File: src/rtl/alu_serial.sv
// Multi-cycle ALU: processes a WIDTH-bit NOR/XOR/ADD/SUB CHUNK bits per clock, LSB slice first,
// with valid/ready handshakes on both sides and zero / signed-overflow flags.
module alu_serial #(
  parameter int WIDTH = 64,
  parameter int CHUNK = 8
) (
  input  logic             clk,
  input  logic             resetn,
  input  logic             in_valid,
  output logic             in_ready,
  input  logic [WIDTH-1:0] a,
  input  logic [WIDTH-1:0] b,
  input  logic             cin,
  input  logic [1:0]       op,
  output logic             out_valid,
  input  logic             out_ready,
  output logic [WIDTH-1:0] s,
  output logic             cout,
  output logic             zero,
  output logic             ovf
);

  localparam int N     = WIDTH / CHUNK;
  localparam int CNT_W = (N > 1) ? $clog2(N) : 1;
  localparam logic [CNT_W-1:0] LAST       = CNT_W'(N - 1);
  localparam logic [WIDTH-1:0] SLICE_MASK = WIDTH'({CHUNK{1'b1}});

  localparam logic [1:0] OP_NOR = 2'b00;
  localparam logic [1:0] OP_XOR = 2'b01;
  localparam logic [1:0] OP_ADD = 2'b10;
  localparam logic [1:0] OP_SUB = 2'b11;

  typedef enum logic [1:0] {
    IDLE,
    BUSY,
    DONE
  } state_t;

  state_t           state;
  state_t           state_nxt;
  logic [WIDTH-1:0] a_r;
  logic [WIDTH-1:0] b_r;
  logic [WIDTH-1:0] acc;
  logic [1:0]       op_r;
  logic             carry_r;
  logic [CNT_W-1:0] cnt;

  logic [31:0]      shamt;
  logic [CHUNK-1:0] a_sl;
  logic [CHUNK-1:0] b_sl;
  logic [CHUNK-1:0] b_eff_sl;
  logic [CHUNK:0]   sum;
  logic [CHUNK-1:0] res_sl;
  logic             carry_sl;
  logic [WIDTH-1:0] full_res;
  logic             b_eff_msb;
  logic             ovf_nxt;
  logic             last_slice;

  assign in_ready   = (state == IDLE);
  assign out_valid  = (state == DONE);
  assign last_slice = (cnt == LAST);

  always_comb begin
    state_nxt = state;
    case (state)
      IDLE:    if (in_valid)   state_nxt = BUSY;
      BUSY:    if (last_slice) state_nxt = DONE;
      DONE:    if (out_ready)  state_nxt = IDLE;
      default: state_nxt = IDLE;
    endcase
  end

  // Slice datapath; the finished slice is merged into the partial result so the
  // full word (and its flags) is available at the edge that completes it.
  always_comb begin
    shamt    = 32'(CHUNK) * 32'(cnt);
    a_sl     = CHUNK'(a_r >> shamt);
    b_sl     = CHUNK'(b_r >> shamt);
    b_eff_sl = (op_r == OP_SUB) ? ~b_sl : b_sl;
    sum      = {1'b0, a_sl} + {1'b0, b_eff_sl} + {{CHUNK{1'b0}}, carry_r};
    res_sl   = '0;
    carry_sl = 1'b0;
    case (op_r)
      OP_NOR: res_sl = ~(a_sl | b_sl);
      OP_XOR: res_sl = a_sl ^ b_sl;
      default: begin
        res_sl   = sum[CHUNK-1:0];
        carry_sl = sum[CHUNK];
      end
    endcase
    full_res  = (acc & ~(SLICE_MASK << shamt)) | (WIDTH'(res_sl) << shamt);
    b_eff_msb = b_r[WIDTH-1] ^ (op_r == OP_SUB);
    ovf_nxt   = op_r[1] && (a_r[WIDTH-1] == b_eff_msb) && (full_res[WIDTH-1] != a_r[WIDTH-1]);
  end

  always_ff @(posedge clk) begin
    if (!resetn) begin
      state   <= IDLE;
      a_r     <= '0;
      b_r     <= '0;
      op_r    <= OP_NOR;
      carry_r <= 1'b0;
      cnt     <= '0;
      acc     <= '0;
      s       <= '0;
      cout    <= 1'b0;
      zero    <= 1'b0;
      ovf     <= 1'b0;
    end else begin
      state <= state_nxt;
      case (state)
        IDLE: begin
          if (in_valid) begin
            a_r     <= a;
            b_r     <= b;
            op_r    <= op;
            carry_r <= cin;
            cnt     <= '0;
          end
        end
        BUSY: begin
          acc     <= full_res;
          carry_r <= carry_sl;
          cnt     <= cnt + CNT_W'(1);
          // Visible outputs change only when the whole word is done.
          if (last_slice) begin
            s    <= full_res;
            cout <= carry_sl;
            zero <= (full_res == '0);
            ovf  <= ovf_nxt;
          end
        end
        default: ;
      endcase
    end
  end

endmodule

File: config.mk
export PLATFORM = sky130hd
export DESIGN_NAME = alu_serial
export DESIGN_NICKNAME = d
export VERILOG_FILES = /design/src/rtl/alu_serial.sv
export SDC_FILE = /design/constraint.sdc
export NUM_CORES = 1
export LEC_CHECK = 0
export ABC_AREA = 0
export BUFFER_PORTS_ARGS = -buffer_cell sky130_fd_sc_hd__buf_2
export CORE_MARGIN = 1
export CORE_UTILIZATION = 30
export CTS_BUF_LIST = sky130_fd_sc_hd__clkbuf_2
export DETAILED_ROUTE_END_ITERATION = 16
export PLACE_DENSITY_LB_ADDON = 0.2
export RECOVER_POWER = 25
export SYNTH_ARGS = -nofsm -noshare
export SYNTH_HDL_FRONTEND = slang
export SYNTH_SLANG_ARGS = --single-unit
File: constraint.sdc
create_clock -name clk -period 4.7 [get_ports clk]
set_input_delay 0.705 -clock clk [delete_from_list [all_inputs] [get_ports clk]]
set_output_delay 0.705 -clock clk [all_outputs]
set_load 0.02 [all_outputs]
[Word-level counts from Yosys, hierarchy flattened]
Cells that the tools add are included.
Word-level totals
  logic and storage cells: 58
  register bits after elaboration: 267
  bits of input ports: 135
  output and inout bits: 69
Operators by class
  eq/ne operators: 10
  reduce and logical (&&, ||, !) cells: 11
  $add $sub $neg: 3
  shift operators: 4
  multiplexer cells: 11
  bitwise operators: 8
Operators by type and width (count)
  $shr 64x6->8: 2
  $and 64x64->64: 1
  $logic_not 64->1: 1
  $not 64->64: 1
  $or 64x64->64: 1
  $shl 8x6->64: 1
  $shl 8x6->64 const A: 1
  $not 8->8: 2
  $pmux 8 s2: 1
  $add 8x8->9: 1
  $add 9x1->9: 1
  $mux 8: 1
  $or 8x8->8: 1
  $xor 8x8->8: 1
  $mux 2: 3
  $pmux 2 s3: 1
  $pmux 3 s2: 1
  $reduce_and 2->1: 3
  $eq 2x1->1 const B: 2
  $eq 2x2->1 const B: 2
  $logic_not 2->1: 2
  $ne 2x2->1 const B: 2
  $add 3x1->3 const B: 1
  $eq 3x3->1 const B: 1
  11 further kinds: 13

[Depth between registers and ports, before layout]
  word-level depth: 10
  mapped depth: 17
  mapped depth without buffers: 14

[Worst setup path before layout]
Ideal clock, no wire load.
  path kind: reg-to-reg
  start point: register cnt[0]
  end point: register zero
  stages on the path, launching flop included: 18
  library setup time: 0.069 ns
  data required time: 4.631 ns
  slack: 0.989 ns
  clock period less this slack: 3.711 ns
  arrival time: 3.642 ns
  path buffers: 3
  cell sequence: dfxtp_1 -> buf_2 -> buf_2 -> mux4_2 -> mux2i_1 -> xnor2_1 -> fa_1 -> inv_1 -> fa_1 -> a21o_1 -> a21oi_1 -> xor2_1 -> mux2i_1 -> buf_6 -> o21a_1 -> a211oi_2 -> nand4_1 -> o21ai_1
On the way
  word-level cells in the longest chain between the ends: 9
  elaborated cells between the ends (all ways): 18
  classes of those cells: 2 x add/sub; 1 x eq/ne; 4 x shift; 2 x mux; 7 x bitwise; 2 x reduce/logical
RTL lines
  from (decl): RTL line 46  | logic [CNT_W-1:0] cnt;
  from (signal assigned): RTL line 125  | cnt <= cnt + CNT_W'(1);
  $shr 64x6->8: RTL line 79  | b_sl = CHUNK'(b_r >> shamt);
  $not 8->8: RTL line 80  | b_eff_sl = (op_r == OP_SUB) ? ~b_sl : b_sl;
  $mux 8: RTL line 80
  $add 8x8->9: RTL line 81  | sum = {1'b0, a_sl} + {1'b0, b_eff_sl} + {{CHUNK{1'b0}}, carry_r};
  $add 9x1->9: RTL line 81
  $pmux 8 s2: RTL line 84  | case (op_r)
  $shl 8x6->64: RTL line 92  | full_res = (acc & ~(SLICE_MASK << shamt)) | (WIDTH'(res_sl) << shamt);
  $or 64x64->64: RTL line 92
  $logic_not 64->1: RTL line 130  | zero <= (full_res == '0);
  to (signal assigned): RTL line 130
  to (decl): RTL line 19  | output logic zero,
Parallel ways exist; a longest one is shown, timed or not.
A chain may end at the register's enable or synchronous reset.

[Worst setup path after layout]
  start point: register cnt[1]
  end point: register zero
The elaborated chain is that of the path after synthesis.

==> metrics.txt <==
# TYPE chip_impl_metric gauge
chip_impl_metric{name="power.density",unit="nW/µm²"} 340
chip_impl_metric{name="final_util",unit="%"} 36.8
chip_impl_metric{name="clock_sink_count",unit=""} 260
chip_impl_info{name="end_kind",value="flop"} 1
chip_impl_metric{name="worstRegToRegCells",unit=""} 14
chip_impl_metric{name="setup_viol_count_final",unit=""} 0
chip_impl_metric{name="detail-route-antenna-nets",unit=""} 0
chip_impl_metric{name="num-fill-cells",unit=""} 4138
chip_impl_metric{name="ctsLongestPathBuffers",unit=""} 3
chip_impl_metric{name="final-seq-area",unit="µm²"} 5210
chip_impl_info{name="layout_common_cells",value="298 x nand2_1, 258 x dfxtp_1, 160 x a21oi_1, 159 x buf_2, 149 x nor2_1"} 1
chip_impl_metric{name="post-route-drc-count",unit=""} 0
chip_impl_metric{name="fin_skew",unit="ns"} 0.0818
chip_impl_metric{name="gr-usage-all-layers",unit="%"} 19.6
chip_impl_info{name="yosys-top-cells-area",value="dfxtp_1 45%, nand2_1 9.6%, a21oi_1 6.9%"} 1
chip_impl_info{name="critical_path.slowest_cell",value="mux2i_1"} 1
chip_impl_metric{name="syn_avg_cell_area",unit="µm²"} 8.45
chip_impl_info{name="synth_top_area_cell",value="dfxtp_1"} 1
chip_impl_metric{name="initial_antenna_violation_count",unit=""} 4
chip_impl_metric{name="detailedRoute.firstPassIterationCount",unit=""} 9
chip_impl_metric{name="floorplan.io_pins",unit=""} 204
chip_impl_metric{name="max_freq",unit="MHz"} 229
chip_impl_metric{name="post_synth_instance_area",unit="µm²"} 11700
chip_impl_metric{name="die_area",unit="µm²"} 39700
chip_impl_metric{name="postSynth.asyncResetShare",unit="%"} 0
chip_impl_metric{name="site_rows",unit=""} 71
chip_impl_metric{name="timing_max_transition_violations_final",unit=""} 87
chip_impl_metric{name="chipWidth",unit="µm"} 199
chip_impl_metric{name="critPathArrivalTime",unit="ns"} 5.14
chip_impl_info{name="cp-start-kind",value="flop"} 1
chip_impl_metric{name="iter_0_drt_violations",unit=""} 747
chip_impl_info{name="grt_setup_unrepaired",value="no"} 1
chip_impl_metric{name="ys.warnings.count",unit=""} 0
chip_impl_info{name="tritoncts",value="done"} 1
chip_impl_info{name="worst-setup-path-type",value="reg2reg"} 1
chip_impl_metric{name="power.static_leakage",unit="nW"} 5.46
chip_impl_info{name="leading_cell_type_in_the_layout_fill_and_taps_excluded",value="nand2_1"} 1
chip_impl_metric{name="vias_per_cell",unit=""} 5.06
chip_impl_metric{name="finalCriticalPeriod",unit="ns"} 4.37
chip_impl_metric{name="start_util",unit="%"} 30.7
chip_impl_metric{name="die_height",unit="µm"} 199
chip_impl_metric{name="total_area_of_multi_input_combinational_cells",unit="µm²"} 5920
chip_impl_metric{name="synth.distinct_cells",unit=""} 59
chip_impl_metric{name="hold_buffers",unit=""} 40
chip_impl_metric{name="placed_area",unit="µm²"} 13100
chip_impl_metric{name="synth_largest_type_area_fraction",unit="%"} 44.5
chip_impl_metric{name="detailedPlacementHpwl",unit="µm"} 27000
chip_impl_metric{name="cell_depth_of_the_worst_hold_path",unit=""} 3
chip_impl_info{name="outcome",value="finished with violations"} 1
chip_impl_metric{name="clk-insertion-delay-late",unit="ns"} 0.90
chip_impl_metric{name="max-vdd-ir-drop",unit="mV"} 0.131
chip_impl_metric{name="crit_fanout",unit=""} 20
chip_impl_metric{name="cts_max_level",unit=""} 3
chip_impl_metric{name="finalNetCount",unit=""} 1768
chip_impl_metric{name="drv_cap",unit=""} 1
chip_impl_metric{name="finalCritPeriodShare",unit="%"} 93.0
chip_impl_metric{name="grt_remaining_overflow",unit=""} 0
chip_impl_metric{name="ys_seq_area_share",unit="%"} 44.5
chip_impl_metric{name="area_growth",unit="%"} 19.8
chip_impl_metric{name="tightest_pin_transition",unit="ns"} 2.94
chip_impl_metric{name="synth_enable_flop_cells",unit=""} 0
chip_impl_metric{name="pin_count_of_the_biggest_net_entering_global_routing",unit=""} 99
chip_impl_info{name="cells_along_the_critical_path",value="mux4_2, mux2i_1, xnor2_1, fa_1, inv_1, fa_1, a21o_1, a21oi_1, xor2_1, mux2i_1, a22oi_1, and4_1, nand4_1, o21ai_1"} 1
chip_impl_metric{name="detail_route.wirelength",unit="µm"} 38800
chip_impl_metric{name="report.final.hold_viol_count",unit=""} 0
chip_impl_info{name="min_path_type",value="in2reg"} 1
chip_impl_metric{name="portBuffers",unit=""} 203
chip_impl_metric{name="post-route-cell-area",unit="µm²"} 14000
chip_impl_metric{name="synth_nets",unit=""} 1541
chip_impl_metric{name="grt_first_pass_wirelength",unit="µm"} 59700
chip_impl_metric{name="design_power_total",unit="mW"} 4.76
chip_impl_metric{name="ys_seq_elements",unit=""} 260
chip_impl_metric{name="finalSetupTns",unit="ns"} 0
chip_impl_info{name="failing_checks",value="capacitance limit, slew limit"} 1
chip_impl_metric{name="cts_setup_buffers",unit=""} 0
chip_impl_metric{name="avgRoutedWirePerCell",unit="µm"} 17.9
chip_impl_metric{name="synthCells",unit=""} 1383
chip_impl_metric{name="crit_path_max_incr_delay",unit="ns"} 0.91
chip_impl_metric{name="critPathRequiredTime",unit="ns"} 5.47
chip_impl_info{name="root_buffer",value="clkbuf_2"} 1
chip_impl_metric{name="fraction_of_layout_cells_with_a_size_suffix_above_1",unit="%"} 21.0
chip_impl_metric{name="place.gp.congestion",unit=""} 0.899
chip_impl_metric{name="grt_pass1_vias",unit=""} 10500
chip_impl_info{name="yosys_most_used_dff",value="dfxtp_1"} 1
chip_impl_metric{name="cts_made_buffers",unit=""} 73
chip_impl_metric{name="timing.max_slew.rel_slack",unit="%"} -96.2
chip_impl_metric{name="vias",unit=""} 11000
chip_impl_metric{name="clkTransAtPathRegs",unit="ns"} 0.10
chip_impl_metric{name="core-area",unit="µm²"} 38000
chip_impl_metric{name="cts_repair_resize_count",unit=""} 0
chip_impl_metric{name="hold_slack",unit="ns"} 0.0610
-- flip-flops by register name, summed over array words and instances (netlist names) --
signal	flops
cnt	3
b_r	64
op_r	2
cout	1
acc	57
a_r	64
zero	1
carry_r	1
s	64
ovf	1
state	2
-- stage by stage --
step,cells,worst slack (ns)
global route,2171,0.0940
finish,2171,0.329
floorplan,1383,0.989
CTS,2169,0.304
detailed placement,2006,0.344
global placement,2006,0.379
-- per-layer routing --
layer	vias up	GRT usage, %	wire length (µm)	part of all wire [%]
li1	5357	-	-	-
met1	5145	25.5	17100	44
met2	393	31.2	17800	46
met3	86	5.00	2770	7.1
met4	4	7.35	1060	2.7
met5	-	0	27	0.070
-- synthesized netlist by cell type (all sizes together) (3+ instances only) --
cell type  count
nor2         151
a21oi        164
mux2i         14
mux4          32
ha            21
nor3          23
and4           3
a211oi        96
and2          13
a31oi          3
nand3          9
clkbuf        76
nor2b          7
dfxtp        260
o21ai         24
xor2           9
a32oi          3
inv           20
nand2b        10
nand2        298
a221oi         8
nand4          3
buf           37
a21o           5
o22ai          3
nor4           4
a22oi         54
o21a           3
xnor2          3
-- cell type report --
class	count	share of cell area, %
tap	511	4.57
timing repair buffer	265	11.0
inverter	20	0.572
clock inverter	19	0.590
antenna	2	0.0358
sequential	260	37.2
clock buffer	104	3.72
multi-input combinational	990	42.3
-- power breakdown --
part / switching (mW) / total [mW] / internal, mW
Sequential: 0.0826 / 2.39 / 2.31
Clock: 0.985 / 1.58 / 0.591
Combinational: 0.484 / 0.790 / 0.306
Total: 1.55 / 4.76 / 3.21
-- cells by family after synthesis --
| family | count (synthesis) | synth area share (%) |
|---|---|---|
| adders and majority gates | 23 | 2.59 |
| muxes | 46 | 7.37 |
| buffers and inverters | 133 | 4.87 |
| and+or+nand+nor | 526 | 18.5 |
| xor gates and xnor gates | 12 | 0.899 |
| DFF | 260 | 44.5 |
| AOI/OAI and AO/OA | 383 | 21.2 |
-- critical path: cells and delay by family, from the launching register on --
family	cells	cell delay [ns]
multiplexers	3	1.56
AND/OR/NAND/NOR	2	0.32
adder cells (fa/ha/maj)	2	0.70
buffers and inverters	1	0.06
flip-flops	1	0.68
AO/OA/AOI/OAI	4	0.68
XOR/XNOR	2	0.26
-- worst paths after layout --
check | startpoint | to | slack [ns]
max reg2reg | cnt[1] | zero | 0.33
min | a[38] | a_r[38] | 0.06
min reg2reg | b_r[29] | b_r[29] | 0.46
max | cnt[1] | zero | 0.33
(Power assumes the default switching activity.)
